[src/rtl/pgm_sched_pkg.sv]
// pgm_pkg: register map, CTRL bit indices and sequencer state encoding.
package pgm_pkg;
  localparam logic [15:0] ADDR_CTRL = 16'h0000;
  localparam logic [15:0] ADDR_LEN = 16'h0001;
  localparam logic [15:0] ADDR_COUNT = 16'h0002;
  localparam logic [15:0] ADDR_GAP = 16'h0003;
  localparam logic [15:0] ADDR_STATUS = 16'h0004;
  localparam logic [15:0] ADDR_SENT = 16'h0005;
  localparam int CTRL_START = 0;
  localparam int CTRL_STOP = 1;
  typedef enum logic [1:0] {IDLE, WAIT, READ, GAP} state_t;
endpackage

[src/rtl/pgm_sched_if.sv]
// pgm_sched_if: localbus request/response between a config master and the scheduler.
interface pgm_sched_if;
  logic cfg2sched_cs;
  logic cfg2sched_rw;
  logic [15:0] cfg2sched_addr;
  logic [31:0] cfg2sched_wdata;
  logic sched2cfg_ack;
  logic [31:0] sched2cfg_rdata;
  modport master(output cfg2sched_cs, cfg2sched_rw, cfg2sched_addr, cfg2sched_wdata, input sched2cfg_ack, sched2cfg_rdata);
  modport slave(input cfg2sched_cs, cfg2sched_rw, cfg2sched_addr, cfg2sched_wdata, output sched2cfg_ack, sched2cfg_rdata);
endinterface

[src/rtl/pgm_sched_cfg.sv]
// pgm_sched_cfg: localbus register file with one ack per cs assertion and START/STOP pulses.
module pgm_sched_cfg import pgm_pkg::*; (
  input logic clk,
  input logic rst_n,
  pgm_sched_if.slave bus,
  input logic busy,
  input logic [31:0] sent,
  output logic [7:0] len,
  output logic [31:0] count,
  output logic [15:0] gap,
  output logic start,
  output logic stop
);
  logic taken, acc, wr, ctrl_wr;
  logic [31:0] rd_val;
  always_comb begin
    acc = bus.cfg2sched_cs & ~taken;
    wr = acc & ~bus.cfg2sched_rw;
    ctrl_wr = wr & (bus.cfg2sched_addr == ADDR_CTRL);
    // STOP wins when both control bits are written together
    start = ctrl_wr & bus.cfg2sched_wdata[CTRL_START] & ~bus.cfg2sched_wdata[CTRL_STOP];
    stop = ctrl_wr & bus.cfg2sched_wdata[CTRL_STOP];
    rd_val = bus.cfg2sched_addr == ADDR_LEN ? {24'd0, len} :
             bus.cfg2sched_addr == ADDR_COUNT ? count :
             bus.cfg2sched_addr == ADDR_GAP ? {16'd0, gap} :
             bus.cfg2sched_addr == ADDR_STATUS ? {31'd0, busy} :
             bus.cfg2sched_addr == ADDR_SENT ? sent : '0;
  end
  always_ff @(posedge clk)
    if (!rst_n) begin
      taken <= 1'b0;
      bus.sched2cfg_ack <= 1'b0;
      bus.sched2cfg_rdata <= '0;
      len <= '0;
      count <= '0;
      gap <= '0;
    end else begin
      taken <= bus.cfg2sched_cs;
      bus.sched2cfg_ack <= acc;
      bus.sched2cfg_rdata <= (acc & bus.cfg2sched_rw) ? rd_val : '0;
      if (wr & (bus.cfg2sched_addr == ADDR_LEN)) len <= bus.cfg2sched_wdata[7:0];
      if (wr & (bus.cfg2sched_addr == ADDR_COUNT)) count <= bus.cfg2sched_wdata;
      if (wr & (bus.cfg2sched_addr == ADDR_GAP)) gap <= bus.cfg2sched_wdata[15:0];
    end
endmodule

[src/rtl/pgm_sched.sv]
// pgm_sched: localbus-programmed packet generator replaying packet-RAM words as bursts.
module pgm_sched import pgm_pkg::*; #(
  parameter PLATFORM = "Xilinx",
  parameter int PKT_MAX_WORDS = 128
) (
  input logic clk,
  input logic rst_n,
  pgm_sched_if.slave cfg,
  output logic sched2ram_rd,
  output logic [6:0] sched2ram_raddr,
  input logic [143:0] ram2sched_rdata,
  output logic [133:0] out_sched_data,
  output logic out_sched_data_wr,
  output logic out_sched_valid_wr,
  output logic out_sched_valid,
  input logic in_sched_alf,
  output logic sched_busy
);
  state_t state, ns, end_ns;
  logic [7:0] len, len_s, cnt;
  logic [31:0] count, count_s, sent;
  logic [15:0] gap, gap_s, gcnt;
  logic start, stop, stop_pend, stop_any, start_ok, issue, last, rd_d, last_d, unused_ok;
  pgm_sched_cfg u_cfg (
    .clk(clk), .rst_n(rst_n), .bus(cfg), .busy(sched_busy), .sent(sent),
    .len(len), .count(count), .gap(gap), .start(start), .stop(stop)
  );
  // WAIT issues word 0 itself when alf is clear, so GAP=0 bursts run back to back
  always_comb begin
    stop_any = stop_pend | stop;
    start_ok = start & (len != 8'd0) & (32'(len) <= PKT_MAX_WORDS) & (count != 32'd0);
    issue = (state == READ) | ((state == WAIT) & ~in_sched_alf & ~stop_any);
    last = issue & (cnt == len_s - 8'd1);
    end_ns = ((sent + 32'd1 == count_s) | stop_any) ? IDLE : gap_s == 16'd0 ? WAIT : GAP;
    ns = state;
    case (state)
      IDLE: ns = start_ok ? WAIT : IDLE;
      WAIT: ns = stop_any ? IDLE : !issue ? WAIT : last ? end_ns : READ;
      READ: ns = last ? end_ns : READ;
      GAP: ns = stop_any ? IDLE : gcnt == gap_s - 16'd1 ? WAIT : GAP;
      default: ns = IDLE;
    endcase
  end
  always_ff @(posedge clk)
    if (!rst_n) begin
      state <= IDLE;
      cnt <= '0;
      gcnt <= '0;
      sent <= '0;
      len_s <= '0;
      count_s <= '0;
      gap_s <= '0;
      stop_pend <= 1'b0;
      rd_d <= 1'b0;
      last_d <= 1'b0;
    end else begin
      state <= ns;
      rd_d <= issue;
      last_d <= last;
      stop_pend <= ns == IDLE ? 1'b0 : stop_pend | (stop & state != IDLE);
      gcnt <= state == GAP ? gcnt + 16'd1 : '0;
      if (issue) cnt <= last ? '0 : cnt + 8'd1;
      if (start_ok & state == IDLE) begin
        len_s <= len;
        count_s <= count;
        gap_s <= gap;
        sent <= '0;
      end
      if (last) sent <= sent + 32'd1;
    end
  assign sched2ram_rd = issue;
  assign sched2ram_raddr = issue ? cnt[6:0] : '0;
  assign out_sched_data = rd_d ? ram2sched_rdata[133:0] : '0;
  assign out_sched_data_wr = rd_d;
  assign out_sched_valid_wr = last_d;
  assign out_sched_valid = last_d;
  assign sched_busy = state != IDLE;
  assign unused_ok = ^{ram2sched_rdata[143:134], cnt[7], PLATFORM == "Xilinx"};
endmodule
[src/flat_wrapper.sv]
// flat-port wrapper written by rule: the top's interface ports become plain ports
module pgm_sched_flat import pgm_pkg::*;
#(
  parameter PLATFORM = "      ",
  parameter int PKT_MAX_WORDS = 128
)
  (clk, rst_n, sched2ram_rd, sched2ram_raddr, ram2sched_rdata, out_sched_data, out_sched_data_wr, out_sched_valid_wr, out_sched_valid, in_sched_alf, sched_busy, cfg_cfg2sched_cs, cfg_cfg2sched_rw, cfg_cfg2sched_addr, cfg_cfg2sched_wdata, cfg_sched2cfg_ack, cfg_sched2cfg_rdata);
  pgm_sched_if cfg_i ();
  input logic clk;
  input logic rst_n;
  output logic sched2ram_rd;
  output logic [6:0] sched2ram_raddr;
  input logic [143:0] ram2sched_rdata;
  output logic [133:0] out_sched_data;
  output logic out_sched_data_wr;
  output logic out_sched_valid_wr;
  output logic out_sched_valid;
  input logic in_sched_alf;
  output logic sched_busy;
  input wire logic [$bits(cfg_i.cfg2sched_cs)-1:0] cfg_cfg2sched_cs;
  input wire logic [$bits(cfg_i.cfg2sched_rw)-1:0] cfg_cfg2sched_rw;
  input wire logic [$bits(cfg_i.cfg2sched_addr)-1:0] cfg_cfg2sched_addr;
  input wire logic [$bits(cfg_i.cfg2sched_wdata)-1:0] cfg_cfg2sched_wdata;
  output wire logic [$bits(cfg_i.sched2cfg_ack)-1:0] cfg_sched2cfg_ack;
  output wire logic [$bits(cfg_i.sched2cfg_rdata)-1:0] cfg_sched2cfg_rdata;
  assign cfg_i.cfg2sched_cs = cfg_cfg2sched_cs;
  assign cfg_i.cfg2sched_rw = cfg_cfg2sched_rw;
  assign cfg_i.cfg2sched_addr = cfg_cfg2sched_addr;
  assign cfg_i.cfg2sched_wdata = cfg_cfg2sched_wdata;
  assign cfg_sched2cfg_ack = cfg_i.sched2cfg_ack;
  assign cfg_sched2cfg_rdata = cfg_i.sched2cfg_rdata;
  pgm_sched #(.PLATFORM(PLATFORM), .PKT_MAX_WORDS(PKT_MAX_WORDS)) u_core (.clk(clk), .rst_n(rst_n), .cfg(cfg_i), .sched2ram_rd(sched2ram_rd), .sched2ram_raddr(sched2ram_raddr), .ram2sched_rdata(ram2sched_rdata), .out_sched_data(out_sched_data), .out_sched_data_wr(out_sched_data_wr), .out_sched_valid_wr(out_sched_valid_wr), .out_sched_valid(out_sched_valid), .in_sched_alf(in_sched_alf), .sched_busy(sched_busy));
endmodule
[config.mk]
export PLATFORM = sky130hd
export DESIGN_NAME = pgm_sched_flat
export DESIGN_NICKNAME = d
export VERILOG_FILES = /design/src/rtl/pgm_sched_pkg.sv /design/src/rtl/pgm_sched_if.sv /design/src/rtl/pgm_sched_cfg.sv /design/src/rtl/pgm_sched.sv /design/src/flat_wrapper.sv
export SDC_FILE = /design/constraint.sdc
export NUM_CORES = 1
export LEC_CHECK = 0
export CAP_MARGIN = 20
export CORE_MARGIN = 3
export CORE_UTILIZATION = 42
export DETAILED_ROUTE_END_ITERATION = 12
export GPL_ROUTABILITY_DRIVEN = 0
export GPL_TIMING_DRIVEN = 0
export HOLD_SLACK_MARGIN = 0.1
export PLACE_DENSITY = 0.86
export SLEW_MARGIN = 5
export SYNTH_ARGS = -nofsm -noshare
export SYNTH_HDL_FRONTEND = slang
export SYNTH_SLANG_ARGS = --single-unit
[constraint.sdc]
create_clock -name clk -period 3.2 [get_ports clk]
set_clock_uncertainty 0.05 [all_clocks]
set_input_delay 0.64 -clock clk [delete_from_list [all_inputs] [get_ports clk]]
set_output_delay 0.64 -clock clk [all_outputs]
set_load 0.02 [all_outputs]
# --- Yosys cells after proc, flatten, opt, wreduce, memory -nomap -nowiden ---
# Cells that the tools add are included.
word_totals:
  wordCells: 94
  output_inout_bits: 179
  inputBits: 197
  regBits: 207
op_classes:
  n_addsub: 5
  reduce_logical: 12
  mux: 19
  n_eq_ne: 11
  n_lt_le_gt_ge: 1
  n_bitwise: 29
op_table:
  columns: ["operator", "n"]
  rows:
  - ["32-bit two-way mux", 6]
  - ["134-bit two-way mux", 1]
  - ["32-bit by 1-bit adder with 32-bit output, second input constant", 1]
  - ["16-bit by 2-bit == test with 1-bit output, second input constant", 2]
  - ["16-bit by 3-bit == test with 1-bit output, second input constant", 2]
  - ["32-bit == test", 1]
  - ["16-bit logical NOT", 2]
  - ["32-bit nonzero test", 1]
  - ["1-bit AND", 18]
  - ["16-bit by 1-bit adder with 16-bit output, second input constant", 1]
  - ["16-bit by 1-bit == test with 1-bit output, second input constant", 1]
  - ["16-bit == test", 1]
  - ["8-bit two-way mux", 2]
  - ["16-bit by 1-bit subtractor with 16-bit output, second input constant", 1]
  - ["2-bit two-way mux", 7]
  - ["8-bit by 1-bit adder with 8-bit output, second input constant", 1]
  - ["8-bit == test", 1]
  - ["8-bit <= comparator, second input constant", 1]
  - ["2-bit one-hot mux with 4 select lines", 1]
  - ["8-bit nonzero test", 1]
  - ["8-bit by 1-bit subtractor with 8-bit output, second input constant", 1]
  - ["7-bit two-way mux", 1]
  - ["1-bit inverter", 7]
  - ["2-bit == test, second input constant", 2]
  - ["other kinds (8)", 14]

# --- Logic depth before layout (Yosys ltp) ---
# Gate-level depths: netlist (run 1).
logic_depth:
  word_depth: 16
  mapped_depth: 12
  mapped_depth_nobuf: 10

# --- By module ---
# From an unflattened synthesis (run 1), not the netlist that was laid out.
hier_totals:
  hier_cells: 1355
  area_unflattened_um2: 11528.6
by_module_without_submodules:
  columns: ["mod", "area_per_inst_um2", "seq_area_each_um2", "cells_per_inst", "instances"]
  rows:
  - ["pgm_sched", 7686.1, 2342.2, 957, 1]
  - ["pgm_sched_cfg", 3842.4, 1801.7, 398, 1]

# --- Least setup slack after synthesis (run 1) ---
# No wires, ideal clock.
synth_timing:
  path_kind: "in2out"
  start: "in cfg_cfg2sched_addr[3]"
  end: "out sched2ram_raddr[0]"
  slack_ps: 126
  arrival_ps: 2384
  t_required_ps: 2510
  path_buffers: 1
  path_stages: 6
  cell_sequence: "or4_1 -> nor4_2 -> nand3b_1 -> a22o_1 -> clkbuf_1 -> and2_1"
synth_via:
  elab_chain_cells: 8
synth_rtl:
  columns: ["item", "line_no", "text"]
  rows:
  - ["start, declared", "flat_wrapper.sv:22", "input wire logic [$bits(cfg_i.cfg2sched_addr)-1:0] cfg_cfg2sched_addr;"]
  - ["16-bit logical NOT", "pgm_sched_cfg.sv:19", "ctrl_wr = wr & (bus.cfg2sched_addr == ADDR_CTRL);"]
  - ["1-bit AND", "pgm_sched_cfg.sv:19", null]
  - ["1-bit AND", "pgm_sched_cfg.sv:22", "stop = ctrl_wr & bus.cfg2sched_wdata[CTRL_STOP];"]
  - ["1-bit OR", "pgm_sched.sv:30", "stop_any = stop_pend | stop;"]
  - ["1-bit inverter", "pgm_sched.sv:32", "issue = (state == READ) | ((state == WAIT) & ~in_sched_alf & ~stop_any);"]
  - ["1-bit AND", "pgm_sched.sv:32", null]
  - ["1-bit OR", "pgm_sched.sv:32", null]
  - ["net sched2ram_rd", "flat_wrapper.sv:11", "output logic sched2ram_rd;"]
  - ["7-bit two-way mux", "pgm_sched.sv:72", "assign sched2ram_raddr = issue ? cnt[6:0] : '0;"]
  - ["end, declared", "flat_wrapper.sv:12", "output logic [6:0] sched2ram_raddr;"]
# The timed path passes the listed nets, and every way through them passes these cells.

# --- Worst setup path after layout (run 1) ---
layout_timing:
  start: "reg u_core.sent[6]"
  end: "reg u_core.state[0]"
layout_via:
  elab_chain_cells: 8
layout_rtl:
  columns: ["item", "line_no", "text"]
  rows:
  - ["start, declared", "pgm_sched.sv:21", "logic [31:0] count, count_s, sent;"]
  - ["start signal, assigned", "pgm_sched.sv:69", "if (last) sent <= sent + 32'd1;"]
  - ["32-bit by 1-bit adder with 32-bit output *", "pgm_sched.sv:34", "end_ns = ((sent + 32'd1 == count_s) | stop_any) ? IDLE : gap_s == 16'd0 ? WAIT : GAP;"]
  - ["32-bit == test *", "pgm_sched.sv:34", null]
  - ["1-bit OR *", "pgm_sched.sv:34", null]
  - ["2-bit two-way mux *", "pgm_sched.sv:34", null]
  - ["2-bit two-way mux *", "pgm_sched.sv:38, pgm_sched.sv:39", null]
  - ["2-bit two-way mux (2 in a row)", "pgm_sched.sv:38", "WAIT: ns = stop_any ? IDLE : !issue ? WAIT : last ? end_ns : READ;"]
  - ["2-bit one-hot mux with 4 select lines *", "pgm_sched.sv:36", "case (state)"]
  - ["end signal, assigned", "pgm_sched.sv:57", "state <= ns;"]
  - ["end, declared", "pgm_sched.sv:19", "state_t state, ns, end_ns;"]
# Mark *: on every way between the ends. The rest lies on a longest branch, timed or not.
# A chain may end at the register's enable or synchronous reset.

==> impl_metrics.env, run 1 <==
export IMPL_p_leak_nw=5.78
export IMPL_drive_above_1_share_pct=7.95
export IMPL_holdWs_ns=0.446
export IMPL_slowest_delay_ns=0.62
export IMPL_fp_row_count=59
export IMPL_final_nets=1976
export IMPL_fin_crit_ns=3.25
export IMPL_rsz0062_at_grt="yes"
export IMPL_cp_top_family="simple AND/OR/NAND/NOR gates"
export IMPL_critPathCapture="u_core.state[0]"
export IMPL_cts_buffers=22
export IMPL_setup_violations_final=7
export IMPL_crit_path_start="u_core.sent[6]"
export IMPL_hold_viol=0
export IMPL_cts_max_path_buffers=3
export IMPL_synth_cell_types=66
export IMPL_first_global_vias=11708
export IMPL_grt_busiest_layer="met2"
export IMPL_synth_avg_cell_area_um2=8.26
export IMPL_vias=12189
export IMPL_status="complete, but fails checks"
export IMPL_start_util_pct=43.1
export IMPL_die_w_um=170
export IMPL_maxSlewHeadroom_pct=31.0
export IMPL_grt_pass1_wl_um=68200
export IMPL_vdd_drop_max_mv=0.389
export IMPL_async_flop_share_pct=0
export IMPL_core_area_mm2=0.0263
export IMPL_cts_sinks=207
export IMPL_fin_ws_ns=-0.0452
export IMPL_track_usage_pct=30.4
export IMPL_synth_edf_count=0
export IMPL_critPathMaxFanout=10
export IMPL_drtIter0Drc=1270
export IMPL_timing_rr_end="u_core.state[0]"
export IMPL_ys_warn_count=0
export IMPL_dieArea_mm2=0.0290
export IMPL_ys_flop_type="dfxtp_1"
export IMPL_failed_checks="design-rule violations, negative setup slack"
export IMPL_path_buf_inv=1
export IMPL_reg2reg_slack_ns=-0.05
export IMPL_synthesis_area_mm2=0.0113
export IMPL_pin_count=376
export IMPL_finalWirelength_um=47300
export IMPL_syn_nets=1572
export IMPL_finalCritPeriodShare_pct=101
export IMPL_worstMarginPinSlew_ns=1.03
export IMPL_drc_errors=1
export IMPL_endpoint_kind="register"
export IMPL_ys_ff_latch=207
export IMPL_gr_total_overflow=0
export IMPL_holdBufCountCts=0
export IMPL_crit_type="reg2reg"
export IMPL_start_kind="register"
export IMPL_die_h_um=170
export IMPL_numPortBuffers=365
export IMPL_min_path_type="reg2reg"
export IMPL_wire_per_inst_um=22.2
export IMPL_power_mw=5.50
export IMPL_antenna_found_initial=11
export IMPL_grt_max_degree=15
export IMPL_cap_violations=0
export IMPL_fmaxAchievable_mhz=308
export IMPL_r2r_cells=9
export IMPL_seq_area_frac_synth_pct=36.6
export IMPL_antenna_left=0
export IMPL_path_cells="buf_2 > nand4_1 > nor4_4 > nand3_1 > xnor2_1 > o2111ai_1 > or4_1 > o21ai_2 > o21ai_0"
export IMPL_slew_violations=0
export IMPL_use_met3_pct=6.36
export IMPL_cp_num_cells=9
export IMPL_final_common_cell="clkdlybuf4s50_1"
export IMPL_area_growth_pct=45.3
export IMPL_arrival_ns=3.56
export IMPL_crit_required_ns=3.51
export IMPL_htreeDepth=1
export IMPL_r2r_start="u_core.sent[6]"
export IMPL_cts_tree="done"
export IMPL_cts_root_buf="clkbuf_16"
export IMPL_critPathSlowestCell="or4_1"
export IMPL_final_util_pct=62.6
export IMPL_layout_common_cells="clkdlybuf4s50_1 (343), dfxtp_1 (203), nand2_1 (146)"
export IMPL_hpwl_um=37400
export IMPL_clk_latency_ns=0.51
export IMPL_clk_pin_slew_ns=0.06
export IMPL_vias_per_cell=5.72
export IMPL_drt_pass1_iterations=10
export IMPL_syn_inst=1370
export IMPL_powerDensity_mw_per_mm2=334
export IMPL_use_met2_pct=52.0
export IMPL_use_met1_pct=36.2
-- worst min path at each step --
stage,slack (ns),to,from,cells after the start
floorplan,0.40,u_core.u_cfg.gap[14],u_core.u_cfg.gap[14],2
global placement,0.42,u_core.gcnt[0],u_core.gcnt[0],1
detailed placement,0.42,u_core.gcnt[0],u_core.gcnt[0],1
CTS,0.44,u_core.gcnt[0],u_core.gcnt[0],1
global route,0.46,u_core.gcnt[0],u_core.gcnt[0],1
finish,0.45,u_core.gcnt[0],u_core.gcnt[0],1
-- flip-flops by register name, summed over array words and instances, names as in the netlist, 2 cells and up --
register / count
u_core.cnt: 8
u_core.count_s: 32
u_core.gap_s: 16
u_core.gcnt: 16
u_core.len_s: 8
u_core.sent: 32
u_core.state: 2
u_core.u_cfg.bus.sched2cfg_rdata: 32
u_core.u_cfg.count: 32
u_core.u_cfg.gap: 16
u_core.u_cfg.len: 8
-- layout make-up --
| type | count | area (µm²) |
|---|---|---|
| antenna | 9 | 22.5 |
| buffer | 102 | 507 |
| clock buffer | 30 | 632 |
| clock inverter | 7 | 95.1 |
| fill | 2130 | 9830 |
| inverter | 17 | 63.8 |
| multi-input combinational | 1043 | 6800 |
| sequential | 207 | 4150 |
| tap | 335 | 419 |
| timing repair buffer | 381 | 3760 |
-- metal layers --
| metal | vias up | routed length [µm] |
|---|---|---|
| met1 | 5708 | 17700 |
| met4 | 2 | 2470 |
| met2 | 764 | 22600 |
| met5 | - | 17 |
| met3 | 169 | 4530 |
| li1 | 5546 | - |
-- through the flow --
step / setup TNS (ns) / instance area, µm² / setup WS (ns) / std cells
6_report: -0.207 / 16500 / -0.0452 / 2131
3_3_place_gp: -125.80 / 15400 / -1.10 / 2070
2_1_floorplan: 0 / 11300 / 0.126 / 1370
3_5_place_dp: -129.53 / 15400 / -1.17 / 2071
4_1_cts: 0 / 16300 / 0.000253 / 2116
5_1_grt: -0.442 / 16500 / -0.119 / 2131
-- power breakdown --
group          switching (mW)  leakage, nW  internal, mW  total, mW
clock                    1.05        0.354          1.54       2.59
sequential           0.000939         1.67          2.58       2.58
combinational           0.107         3.76         0.230      0.337
total                    1.15         5.78          4.35       5.50
-- synth_stat cells (all sizes together), types with 17 or more instances --
master	count	area, µm²
a21boi	78	586
a21oi	34	170
a22oi	17	128
and2	150	938
and3	17	106
buf	27	168
clkbuf	76	285
dfxtp	207	4140
inv	17	63.8
mux2i	66	661
nand2	146	548
nand3	30	163
nand4	25	156
nor2	92	345
nor2b	80	500
nor3	17	96.4
nor4	26	196
o21ai	48	240
or3	20	125
or4	18	139
xnor2	56	490
xor2	37	324
-- worst reg2reg max path, stage by stage, from the launching register on --
cell and delay (ns):
dfxtp_1 0.42, buf_2 0.28, nand4_1 0.27, nor4_4 0.46
nand3_1 0.22, xnor2_1 0.31, o2111ai_1 0.14, or4_1 0.62
o21ai_2 0.21, o21ai_0 0.11
-- repair_timing --
item,4_1_cts,5_1_grt
endpoints found under the setup margin,228,79
pin swaps,7,8
buffers inserted,7,7
resized for setup,95,54
cloned,1,0
-- cells by family (layout without fill, tap and decap cells) --
family | after synthesis | in the layout | share of synthesized area [%]
AOI/OAI and AO/OA | 225 | 225 | 13.5
xor gates and xnor gates | 93 | 93 | 7.20
adders and majority gates | 6 | 6 | 0.641
buffers and inverters | 120 | 537 | 4.57
DFF | 207 | 207 | 36.6
muxes | 69 | 69 | 6.14
other | 0 | 9 | 0
and+or+nand+nor | 650 | 650 | 31.3
(Power assumes the default switching activity.)
==> run 2: changes to the inputs <==
- CORE_MARGIN: 3 -> 2
==> impl_metrics.env, run 2 (same netlist as run 1, synthesis figures left out) <==
export IMPL_critPathMaxFanout=5
export IMPL_hold_viol=0
export IMPL_clk_latency_ns=0.52
export IMPL_die_w_um=168
export IMPL_track_usage_pct=31.9
export IMPL_fin_ws_ns=-0.0131
export IMPL_cap_violations=0
export IMPL_status="complete, but fails checks"
export IMPL_finalWirelength_um=47200
export IMPL_vias_per_cell=5.71
export IMPL_fin_crit_ns=3.21
export IMPL_hpwl_um=37100
export IMPL_clk_pin_slew_ns=0.06
export IMPL_arrival_ns=2.52
export IMPL_final_cells=2138
export IMPL_dp_cells=2077
export IMPL_min_path_type="reg2reg"
export IMPL_gr_total_overflow=0
export IMPL_path_buf_inv=3
export IMPL_cts_buffers=22
export IMPL_internal_power_mw=4.42
export IMPL_r2r_start="u_core.sent[0]"
export IMPL_dieArea_mm2=0.0283
export IMPL_antenna_found_initial=10
export IMPL_rsz0062_at_grt="yes"
export IMPL_antenna_left=0
export IMPL_final_common_cell="clkdlybuf4s50_1"
export IMPL_pin_count=376
export IMPL_critPathSlowestCell="or4_4"
export IMPL_final_nets=1972
export IMPL_power_frac_clock_pct=48.2
export IMPL_die_h_um=168
export IMPL_wire_per_inst_um=22.1
export IMPL_fillers=2196
export IMPL_area_growth_pct=45.0
export IMPL_path_cells="clkdlybuf4s15_1 > or4_4 > nor4_4 > nand3b_1 > a22o_4 > clkbuf_16 > and2_4 > buf_6"
export IMPL_drc_errors=0
export IMPL_numPortBuffers=365
export IMPL_endpoint_kind="output port"
export IMPL_sw_frac_of_total_pct=21.7
export IMPL_vias=12218
export IMPL_crit_required_ns=2.51
export IMPL_drt_pass1_iterations=6
export IMPL_failed_checks="negative setup slack"
export IMPL_start_util_pct=42.4
export IMPL_cts_root_buf="clkbuf_16"
export IMPL_layout_common_cells="clkdlybuf4s50_1 (343), dfxtp_1 (203), nand2_1 (146)"
export IMPL_seqPwrFrac_pct=45.7
export IMPL_drtIter0Drc=1420
export IMPL_first_global_vias=11582
export IMPL_worstMarginPinSlew_ns=0.786
export IMPL_start_kind="input port"
export IMPL_pwr_share_comb_pct=6.1
export IMPL_fmaxAchievable_mhz=311
export IMPL_p_sw_mw=1.22
export IMPL_setup_violations_final=5
export IMPL_holdBufCountCts=0
export IMPL_finalCritPeriodShare_pct=100
export IMPL_core_area_mm2=0.0267
export IMPL_slew_violations=0
export IMPL_maxSlewHeadroom_pct=47.6
export IMPL_cts_tree="done"
export IMPL_crit_path_start="cfg_cfg2sched_addr[4]"
export IMPL_fp_row_count=60
export IMPL_powerDensity_mw_per_mm2=344
export IMPL_htreeDepth=1
export IMPL_crit_type="in2out"
export IMPL_cp_top_family="simple AND/OR/NAND/NOR gates"
export IMPL_cts_max_path_buffers=3
export IMPL_grt_max_degree=16
export IMPL_slowest_delay_ns=0.49
export IMPL_drive_above_1_share_pct=7.56
export IMPL_p_leak_nw=5.75
export IMPL_hold_path_startpoint="u_core.gcnt[0]"
export IMPL_vdd_drop_max_mv=0.394
export IMPL_grt_pass1_wl_um=69200
export IMPL_tns_ns=-0.0483
export IMPL_cts_sinks=207
-- run 2: cell count changes in the layout (fill, tap and decap cells not counted), moves of 3 or more --
cell	delta
buf_2	+5
buf_4	-6
buf_6	+3
buf_8	-3
clkbuf_1	+5
clkbuf_2	-4
-- run 2: what timing repair did --
action / 4_1_cts / 5_1_grt
endpoints found under the hold margin: 0 / 0
cloned: 1 / 0
gates resized for setup: 95 / 39
setup buffers: 6 / 2
setup endpoints to repair: 220 / 103
pin swaps: 7 / 7
-- run 2: routing by layer --
metal	part of all wire (%)	wire (µm)	GRT usage, %
met1	38	18000	38.3
met2	48	22500	54.5
met3	8.2	3850	4.77
met4	6.0	2810	18.1
met5	0	0	0
-- run 2: power by group through the flow --
stage          Sequential, mW  Clock (mW)  Combinational, mW
2_1_floorplan            2.64           0             0.0574
3_3_place_gp             2.64           0              0.338
3_5_place_dp             2.64           0              0.341
4_1_cts                  2.58        2.72              0.339
5_1_grt                  2.58        2.83              0.357
6_report                 2.58        2.72              0.345
-- run 2: final cells by class --
cell class | count | area, µm² | share of cell area [%]
tap | 341 | 427 | 2.60
clock buffer | 29 | 618 | 3.77
clock inverter | 11 | 148 | 0.899
sequential | 207 | 4150 | 25.3
inverter | 17 | 63.8 | 0.389
timing repair buffer | 376 | 3710 | 22.6
antenna | 11 | 27.5 | 0.168
buffer | 103 | 490 | 2.99
multi-input combinational | 1043 | 6780 | 41.3
-- run 2: worst paths after layout --
path	depth (start not counted)	slack (ns)	endpoint
worst max-delay path	8	-0.01	sched2ram_raddr[1]
worst min-delay path	1	0.44	u_core.gcnt[0]
worst max register to register	9	0.09	u_core.state[1]
worst min register to register	1	0.44	u_core.gcnt[0]
-- run 2: through the flow --
| step | hold slack [ns] | util [%] | cell area (µm²) | setup WS [ns] | total power, mW |
|---|---|---|---|---|---|
| floorplan | 0.397 | - | 11300 | 0.126 | 2.69 |
| global placement | 0.417 | 57.6 | 15400 | -1.15 | 2.97 |
| detailed placement | 0.433 | 57.6 | 15400 | -1.18 | 2.98 |
| CTS | 0.444 | 61.0 | 16300 | 0.000985 | 5.64 |
| global route | 0.460 | 61.4 | 16400 | -0.0399 | 5.76 |
| finish | 0.439 | 61.4 | 16400 | -0.0131 | 5.64 |
-- run 2: worst reg2reg max path: stages (launching register included) --
cell     delay, ns
dfxtp_4       0.44
ha_4          0.20
nand3_4       0.17
or4_4         0.60
nor3_4        0.16
xnor2_1       0.10
or4_1         0.54
or4_1         0.46
o21ai_1       0.20
o22ai_1       0.08
==> run 3: changes to the inputs <==
- PLACE_DENSITY: 0.86 -> not set
- PLACE_DENSITY_LB_ADDON: not set -> 0.08
==> impl_metrics.env, run 3 (same netlist as run 1, synthesis figures left out) <==
export IMPL_cp_num_cells=9
export IMPL_timing_rr_end="u_core.state[1]"
export IMPL_clk_latency_ns=0.54
export IMPL_holdPathEnd="u_core.u_cfg.bus.sched2cfg_rdata[2]"
export IMPL_cts_root_buf="clkbuf_16"
export IMPL_cp_top_family="simple AND/OR/NAND/NOR gates"
export IMPL_drive_above_1_share_pct=7.83
export IMPL_track_usage_pct=31.9
export IMPL_dp_cells=2077
export IMPL_r2r_start="u_core.sent[10]"
export IMPL_holdBufCountCts=0
export IMPL_crit_type="reg2reg"
export IMPL_vdd_drop_max_mv=0.423
export IMPL_final_nets=1974
export IMPL_antenna_found_initial=11
export IMPL_path_buf_inv=1
export IMPL_path_common_cell="nand4_1"
export IMPL_p_leak_nw=5.86
export IMPL_multi_input_area_mm2=0.00680
export IMPL_area_growth_pct=46.0
export IMPL_power_mw=5.78
export IMPL_hpwl_um=38900
export IMPL_drc_errors=0
export IMPL_pin_count=376
export IMPL_layout_common_cells="clkdlybuf4s50_1 (341), dfxtp_1 (203), nand2_1 (146)"
export IMPL_r2r_cells=9
export IMPL_critPathMaxFanout=10
export IMPL_reg2reg_slack_ns=0.06
export IMPL_drtIter0Drc=1054
export IMPL_use_met3_pct=6.70
export IMPL_gr_total_overflow=0
export IMPL_hold_viol=0
export IMPL_start_util_pct=42.4
export IMPL_crit_required_ns=3.55
export IMPL_fmaxAchievable_mhz=319
export IMPL_grt_pass1_wl_um=68000
export IMPL_htreeDepth=1
export IMPL_antenna_left=0
export IMPL_clk_pin_slew_ns=0.06
export IMPL_critPathSlowestCell="nor4_4"
export IMPL_grt_busiest_layer="met2"
export IMPL_arrival_ns=3.49
export IMPL_worstMarginPinSlew_ns=0.717
export IMPL_min_path_cells=2
export IMPL_cts_max_path_buffers=3
export IMPL_die_h_um=168
export IMPL_status="finished, final reports clean"
export IMPL_slowest_delay_ns=0.64
export IMPL_finalWirelength_um=47100
export IMPL_slew_violations=0
export IMPL_numPortBuffers=365
export IMPL_path_cells="buf_2 > nand4_1 > nor4_4 > nand2_1 > xnor2_1 > nand4_1 > or4_1 > o21ai_2 > o22ai_1"
export IMPL_powerDensity_mw_per_mm2=350
export IMPL_maxSlewHeadroom_pct=52.2
export IMPL_min_path_type="reg2reg"
export IMPL_use_met1_pct=38.8
export IMPL_regArea_mm2=0.00415
export IMPL_final_common_cell="clkdlybuf4s50_1"
export IMPL_die_w_um=168
export IMPL_fillers=2375
export IMPL_finalCritPeriodShare_pct=98.1
export IMPL_vias_per_cell=5.45
export IMPL_dieArea_mm2=0.0283
export IMPL_grt_max_degree=14
export IMPL_core_area_mm2=0.0267
export IMPL_start_kind="register"
export IMPL_final_cells=2135
export IMPL_drt_pass1_iterations=5
export IMPL_setup_violations_final=0
export IMPL_cts_buffers=24
export IMPL_cts_tree="done"
export IMPL_fp_row_count=60
export IMPL_hold_path_startpoint="u_core.u_cfg.len[2]"
export IMPL_vias=11642
export IMPL_fin_crit_ns=3.14
export IMPL_use_met2_pct=53.7
export IMPL_cap_violations=0
export IMPL_first_global_vias=10897
export IMPL_cts_sinks=207
export IMPL_endpoint_kind="register"
export IMPL_wire_per_inst_um=22.1
run 3: cell count changes in the layout (fill, tap and decap cells not counted), moves of 4 or more:
cell,delta
diode_2,-6
and2_1,-6
clkbuf_1,+4
dlygate4sd2_1,+5
and2_2,+6
buf_2,-6
run 3: layout make-up:
class | count | share of cell area, %
antenna | 5 | 0.0757
tap | 341 | 2.58
timing repair buffer | 378 | 22.7
clock inverter | 7 | 0.856
sequential | 207 | 25.1
buffer | 101 | 2.90
multi-input combinational | 1043 | 41.2
clock buffer | 36 | 4.21
inverter | 17 | 0.386
run 3: per-stage QoR:
step                utilization, %  worst slack (ns)  cell area, µm²  setup TNS (ns)  hold WS, ns
floorplan                        -             0.126           11300               0        0.397
global placement              57.6             -1.21           15400         -127.47        0.427
detailed placement            57.7             -1.03           15400         -104.11        0.430
CTS                           61.5          0.000443           16400               0        0.444
global route                  61.8           -0.0179           16500         -0.0292        0.466
finish                        61.8            0.0620           16500               0        0.444
run 3: worst register-to-register path: cells and delay by family, from the launching register on:
kind	cells	cell delay, ns
DFF	1	0.30
xor gates and xnor gates	1	0.30
AOI/OAI and AO/OA	2	0.28
buffers and inverters	1	0.22
and+or+nand+nor	5	1.86
run 3: power breakdown:
part | internal, mW | total, mW | switching (mW)
Clock | 1.75 | 2.87 | 1.12
Sequential | 2.58 | 2.58 | 0.000754
Combinational | 0.228 | 0.332 | 0.104
Total | 4.56 | 5.78 | 1.22
run 3: per-layer routing:
metal	part of all wire [%]	routed length, µm
met5	0.16	75
met3	8.1	3810
met2	47	22000
met1	39	18500
met4	5.8	2730
run 3: timing repair:
item,CTS,global route
gates cloned,1,0
endpoints found under the setup margin,137,92
resized for setup,89,38
setup buffers,6,4
pin swaps,7,7
run 3: worst max path at each step:
stage,start,to
floorplan,cfg_cfg2sched_addr[3],sched2ram_raddr[0]
global placement,cfg_cfg2sched_addr[3],u_core.u_cfg.count[2]
detailed placement,cfg_cfg2sched_addr[3],sched2ram_raddr[3]
CTS,u_core.out_sched_data_wr,out_sched_data[87]
global route,u_core.len_s[0],u_core.sent[2]
finish,u_core.sent[10],u_core.state[1]
